## config.mk

```make
export PLATFORM = sky130hd
export DESIGN_NAME = quad_position_counter_flat
export DESIGN_NICKNAME = d
export VERILOG_FILES = /design/src/rtl/quad_position_counter_if.sv /design/src/rtl/quad_position_counter.sv /design/src/flat_wrapper.sv
export SDC_FILE = /design/constraint.sdc
export NUM_CORES = 1
export LEC_CHECK = 0
export CAP_MARGIN = 5
export CORE_MARGIN = 2
export CORE_UTILIZATION = 40
export DETAILED_ROUTE_END_ITERATION = 7
export GPL_ROUTABILITY_DRIVEN = 0
export HOLD_SLACK_MARGIN = 0.08
export PLACE_DENSITY = 0.75
export SLEW_MARGIN = 20
export SYNTH_ARGS = -nofsm -noshare
export SYNTH_HDL_FRONTEND = slang
export SYNTH_SLANG_ARGS = --single-unit
```

## constraint.sdc

```tcl
create_clock -name clk -period 2.1 [get_ports clk]
set_input_delay 0.42 -clock clk [delete_from_list [all_inputs] [get_ports clk]]
set_output_delay 0.42 -clock clk [all_outputs]
set_load 0.05 [all_outputs]
```

## src/rtl/quad_position_counter_if.sv

```systemverilog
// Connection bundle for the quadrature position counter: decoder pulses and
// control in, position/status and serial readout out.
interface quad_position_counter_if #(
    parameter int WIDTH = 8
);
    logic             step_up;
    logic             step_dn;
    logic             step_err;
    logic             clr;
    logic             snap;
    logic [WIDTH-1:0] pos;
    logic             dir;
    logic             err_sticky;
    logic             ovf_sticky;
    logic             ser_out;
    logic             ser_valid;
    logic             busy;

    modport master (
        output step_up, step_dn, step_err, clr, snap,
        input  pos, dir, err_sticky, ovf_sticky, ser_out, ser_valid, busy
    );

    modport slave (
        input  step_up, step_dn, step_err, clr, snap,
        output pos, dir, err_sticky, ovf_sticky, ser_out, ser_valid, busy
    );
endinterface

```

## src/rtl/quad_position_counter.sv

```systemverilog
// Position counter behind the quadrature step decoder, with sticky error and
// overflow flags and an MSB-first serial snapshot readout.
module quad_position_counter #(
    parameter int WIDTH    = 8,
    parameter int SATURATE = 0
) (
    input logic                    clk,
    input logic                    rst_n,
    quad_position_counter_if.slave bus
);
    localparam int               CNT_W    = $clog2(WIDTH);
    localparam logic [WIDTH-1:0] POS_MAX  = {1'b0, {(WIDTH-1){1'b1}}};
    localparam logic [WIDTH-1:0] POS_MIN  = {1'b1, {(WIDTH-1){1'b0}}};
    localparam logic [CNT_W-1:0] LAST_BIT = CNT_W'(WIDTH - 1);

    typedef enum logic {
        IDLE,
        SHIFT
    } ser_state_e;

    logic [WIDTH-1:0] pos_q, pos_d;
    logic             dir_q, dir_d;
    logic             err_q, err_d;
    logic             ovf_q, ovf_d;

    ser_state_e       state_q, state_d;
    logic [WIDTH-1:0] shreg_q, shreg_d;
    logic [CNT_W-1:0] bit_cnt_q, bit_cnt_d;
    logic             ser_valid_q, ser_valid_d;
    logic             busy_q, busy_d;

    logic up_only;
    logic dn_only;
    logic load;

    assign up_only = bus.step_up & ~bus.step_dn;
    assign dn_only = bus.step_dn & ~bus.step_up;

    // NOTE: every always_comb output gets a default first so no path leaves it
    // unassigned; otherwise synthesis infers a latch.
    always_comb begin
        pos_d = pos_q;
        dir_d = dir_q;
        err_d = err_q | bus.step_err | (bus.step_up & bus.step_dn);
        ovf_d = ovf_q;

        if (up_only) begin
            dir_d = 1'b1;
            if (pos_q == POS_MAX) begin
                ovf_d = 1'b1;
                pos_d = (SATURATE != 0) ? POS_MAX : POS_MIN;
            end else begin
                pos_d = pos_q + 1'b1;
            end
        end else if (dn_only) begin
            dir_d = 1'b0;
            if (pos_q == POS_MIN) begin
                ovf_d = 1'b1;
                pos_d = (SATURATE != 0) ? POS_MIN : POS_MAX;
            end else begin
                pos_d = pos_q - 1'b1;
            end
        end

        // Clear wins over everything in the same cycle, including the step's dir.
        if (bus.clr) begin
            pos_d = '0;
            dir_d = dir_q;
            err_d = 1'b0;
            ovf_d = 1'b0;
        end
    end

    // A new frame may start from IDLE or on the last bit of the current frame,
    // which makes back-to-back frames gapless.
    assign load = bus.snap && ((state_q == IDLE) || (bit_cnt_q == LAST_BIT));

    always_comb begin
        state_d     = state_q;
        shreg_d     = shreg_q;
        bit_cnt_d   = bit_cnt_q;
        ser_valid_d = ser_valid_q;
        busy_d      = busy_q;

        if (load) begin
            state_d     = SHIFT;
            shreg_d     = pos_d;
            bit_cnt_d   = '0;
            ser_valid_d = 1'b1;
            busy_d      = 1'b1;
        end else if (state_q == SHIFT) begin
            if (bit_cnt_q == LAST_BIT) begin
                state_d     = IDLE;
                shreg_d     = '0;
                bit_cnt_d   = '0;
                ser_valid_d = 1'b0;
                busy_d      = 1'b0;
            end else begin
                shreg_d   = shreg_q << 1;
                bit_cnt_d = bit_cnt_q + 1'b1;
            end
        end
    end

    // NOTE: state registers use non-blocking assignments so every flop samples
    // the pre-edge values, independent of statement order.
    always_ff @(posedge clk or negedge rst_n) begin
        if (!rst_n) begin
            pos_q       <= '0;
            dir_q       <= 1'b0;
            err_q       <= 1'b0;
            ovf_q       <= 1'b0;
            state_q     <= IDLE;
            shreg_q     <= '0;
            bit_cnt_q   <= '0;
            ser_valid_q <= 1'b0;
            busy_q      <= 1'b0;
        end else begin
            pos_q       <= pos_d;
            dir_q       <= dir_d;
            err_q       <= err_d;
            ovf_q       <= ovf_d;
            state_q     <= state_d;
            shreg_q     <= shreg_d;
            bit_cnt_q   <= bit_cnt_d;
            ser_valid_q <= ser_valid_d;
            busy_q      <= busy_d;
        end
    end

    // shreg is zero outside a frame, so its MSB doubles as the idle-low ser_out.
    assign bus.pos        = pos_q;
    assign bus.dir        = dir_q;
    assign bus.err_sticky = err_q;
    assign bus.ovf_sticky = ovf_q;
    assign bus.ser_out    = shreg_q[WIDTH-1];
    assign bus.ser_valid  = ser_valid_q;
    assign bus.busy       = busy_q;
endmodule
```

## src/flat_wrapper.sv

```systemverilog
// flat-port wrapper written by rule: the top's interface ports become plain ports
module quad_position_counter_flat 
#(
    parameter int WIDTH    = 8,
    parameter int SATURATE = 0
)
  (clk, rst_n, bus_step_up, bus_step_dn, bus_step_err, bus_clr, bus_snap, bus_pos, bus_dir, bus_err_sticky, bus_ovf_sticky, bus_ser_out, bus_ser_valid, bus_busy);
  quad_position_counter_if #(.WIDTH(WIDTH)) bus_i ();
  input logic clk;
  input logic rst_n;
  input wire logic [$bits(bus_i.step_up)-1:0] bus_step_up;
  input wire logic [$bits(bus_i.step_dn)-1:0] bus_step_dn;
  input wire logic [$bits(bus_i.step_err)-1:0] bus_step_err;
  input wire logic [$bits(bus_i.clr)-1:0] bus_clr;
  input wire logic [$bits(bus_i.snap)-1:0] bus_snap;
  output wire logic [$bits(bus_i.pos)-1:0] bus_pos;
  output wire logic [$bits(bus_i.dir)-1:0] bus_dir;
  output wire logic [$bits(bus_i.err_sticky)-1:0] bus_err_sticky;
  output wire logic [$bits(bus_i.ovf_sticky)-1:0] bus_ovf_sticky;
  output wire logic [$bits(bus_i.ser_out)-1:0] bus_ser_out;
  output wire logic [$bits(bus_i.ser_valid)-1:0] bus_ser_valid;
  output wire logic [$bits(bus_i.busy)-1:0] bus_busy;
  assign bus_i.step_up = bus_step_up;
  assign bus_i.step_dn = bus_step_dn;
  assign bus_i.step_err = bus_step_err;
  assign bus_i.clr = bus_clr;
  assign bus_i.snap = bus_snap;
  assign bus_pos = bus_i.pos;
  assign bus_dir = bus_i.dir;
  assign bus_err_sticky = bus_i.err_sticky;
  assign bus_ovf_sticky = bus_i.ovf_sticky;
  assign bus_ser_out = bus_i.ser_out;
  assign bus_ser_valid = bus_i.ser_valid;
  assign bus_busy = bus_i.busy;
  quad_position_counter #(.WIDTH(WIDTH), .SATURATE(SATURATE)) u_core (.clk(clk), .rst_n(rst_n), .bus(bus_i));
endmodule
```

==> results_dict.tcl <==
set metrics [dict create \
    final_common_cell "dfrtp_1" \
    diodes 0 \
    status "complete, no violations" \
    critical_path.reg2reg.startpoint "u_core.bus.pos[1]$_DFF_PN0_" \
    setup.worst_path.start "u_core.bus.pos[1]$_DFF_PN0_" \
    drc_errors 0 \
    yosysTopAreaCellShare_pct 41.2 \
    p_leak_nw 0.842 \
    drive_gt1_share_pct 17.8 \
    cts.sinks 24 \
    clock_skew_ns 0.00475 \
    drt_iter0_markers 195 \
    initial_core_util_pct 42.6 \
    core_area_mm2 0.00342 \
    p_total_mw 1.69 \
    start_kind "flop" \
    synth-seq-cells 24 \
    ctsHtreeMaxLevel 1 \
    wire_per_inst_um 15.5 \
    rr_worst_depth 7 \
    cp_data_required_time_ns 1.68 \
    fin_crit_ns 2.05 \
    finalSetupViolCount 0 \
    crit_arrival_ns 1.63 \
    synth.distinct_cells 46 \
    num_vias 1305 \
    whs_ns 0.441 \
    endpoint_kind "output pin" \
    synth_nets 170 \
    synth-edff-count 0 \
    timing.critical_path.buf_inv 1 \
    firstDrtPassIters 4 \
    hold_viol 0 \
    antenna_found_initial 0 \
    async_flop_share_pct 100 \
    dieWidth_um 64.3 \
    clkLatencyLatePin_ns 0.31 \
    vdd_drop_max_mv 0.722 \
    max_cap_violations 0 \
    timing.final.crit_share_pct 97.7 \
    fp-row-count 21 \
    ant_nets 0 \
    tightestPinTransition_ns 0.506 \
    ys.flop_type "dfrtp_1" \
    r2r_end "u_core.shreg_q[5]$_DFFE_PN0P_" \
    dp_hpwl_um 2650 \
    syn-instance-count 155 \
    layout.cells.non_filler 231 \
    ys.warnings.count 0 \
    path_delay_family "buffers and inverters" \
    power_density_mw_per_mm2 921 \
    slowest_stage "clkdlybuf4s50_1" \
    overflow 0 \
    cts_max_path_buffers 2 \
    synth_area_leaders "dfrtp_1 (41%), ha_1 (6.9%), nor2_1 (4.4%)" \
    via_per_inst 5.65 \
    relSlewSlack_pct 66.2 \
    clk_pin_slew_ns 0.13 \
    grt_pass1_wl_um 6050 \
    cp_max_fo 6 \
    hold_class "in2async" \
    ys_seq_area_share_pct 41.2 \
    yosys.area.top_type "dfrtp_1" \
    dp_cells 227 \
    io-pin-count 21 \
    fmax_mhz 488 \
    rrSetupSlack_ns 0.08 \
    drv_slew 0 \
    cp_cell_sequence "clkdlybuf4s50_1" \
    layout_common_cells "dfrtp_1 (22), buf_4 (18), nor2_1 (17)" \
    nFillCells 311 \
    portBuffers 20 \
    grt_max_degree 25 \
    finalWirelength_um 3590 \
    synth.avg_cell_area_um2 9.40 \
    nNetsFinal 201 \
    cts_buffers 3 \
    design.die.area_mm2 0.00414 \
    root_buffer "clkbuf_4" \
    grt_usage_pct 18.6 \
    path_class "reg2out" \
    die_y_um 64.3 \
    synth_area_mm2 0.00146 \
    cts_tree "done" \
    cpPeakStageDelay_ns 0.84 \
    syn_to_final_growth_pct 25.6 \
    rsz0062_at_grt "false" \
    grt_pass1_vias 1317 \
]
-- cells by family (layout without fill, tap and decap cells) --
logic type	count (synthesis)	in the layout	share of synthesized area [%]
AO/OA/AOI/OAI	39	39	19.3
XOR/XNOR	7	7	4.21
adder cells (fa/ha/maj)	8	8	6.87
buffers and inverters	19	49	6.18
flip-flops	24	24	41.2
multiplexers	3	3	2.15
AND/OR/NAND/NOR	55	55	20.0
-- registers in the layout, summed over array words and instances (netlist names) --
register and count:
u_core.bit_cnt_q 3, u_core.bus.ser_valid 1, u_core.bus.dir 1, u_core.state_q 1, u_core.bus.ovf_sticky 1, u_core.bus.pos 8
u_core.shreg_q 8, u_core.bus.err_sticky 1
-- power breakdown --
group          switching (mW)  total [mW]  internal, mW  leakage, nW
clock                   0.134       0.209        0.0741       0.0150
sequential              0.101       0.679         0.577        0.309
combinational           0.469       0.798         0.329        0.518
-- repair_timing --
item	CTS	global route
endpoints found under the setup margin	5	10
resized for setup	5	8
setup buffers	0	0
cloned	0	0
hold buffers	0	0
pin swaps	1	1
-- per-layer routing --
| layer | vias to the layer above | wire length, µm | global-route usage [%] |
|---|---|---|---|
| met5 | - | 0 | 0 |
| met4 | 0 | 81 | 6.91 |
| met3 | 13 | 174 | 1.76 |
| met2 | 52 | 1860 | 32.6 |
| met1 | 618 | 1470 | 23.7 |
| li1 | 622 | - | - |
-- area by class of cell --
cell class / count / area (µm²) / share of cell area [%]
Multi-Input combinational cell: 112 / 786 / 43.0
Inverter: 9 / 33.8 / 1.85
Tap cell: 46 / 57.6 / 3.15
Timing Repair Buffer: 36 / 323 / 17.6
Sequential cell: 24 / 603 / 33.0
Clock buffer: 4 / 26.3 / 1.44
-- worst max-delay path by stage --
stage | endpoint | slack, ns | cells past startpoint
finish | bus_pos[1] | 0.05 | 1
global route | u_core.bus.pos[3]$_DFF_PN0_ | 0.003 | 8
CTS | bus_pos[0] | 0.004 | 1
detailed placement | u_core.shreg_q[5]$_DFFE_PN0P_ | -0.46 | 7
global placement | u_core.shreg_q[5]$_DFFE_PN0P_ | -0.39 | 7
floorplan | u_core.shreg_q[5]$_DFFE_PN0P_ | -0.04 | 7
-- cells in the mapped netlist (all sizes together) (2+ instances only) --
cell / count
clkbuf: 4
a221o: 3
o211ai: 2
inv: 9
nor3: 6
nor3b: 2
a21oi: 8
o21ai: 6
or4: 4
dfrtp: 24
nand4: 2
xnor2: 7
nor2b: 4
nand2b: 3
o31ai: 2
mux2i: 2
ha: 8
nand3: 4
buf: 6
a221oi: 2
nor2: 17
nand2: 6
o22ai: 3
a22oi: 2
-- stage by stage --
step,setup slack [ns],cell area [µm²],setup TNS (ns),util (%)
floorplan,-0.0359,1460,-0.0646,-
global placement,-0.387,1770,-3.87,51.9
detailed placement,-0.459,1770,-4.34,51.9
CTS,0.00400,1810,0,52.9
global route,0.00261,1830,0,53.6
finish,0.0488,1830,0,53.6
No activity file was read; power rests on OpenSTA's default activity.
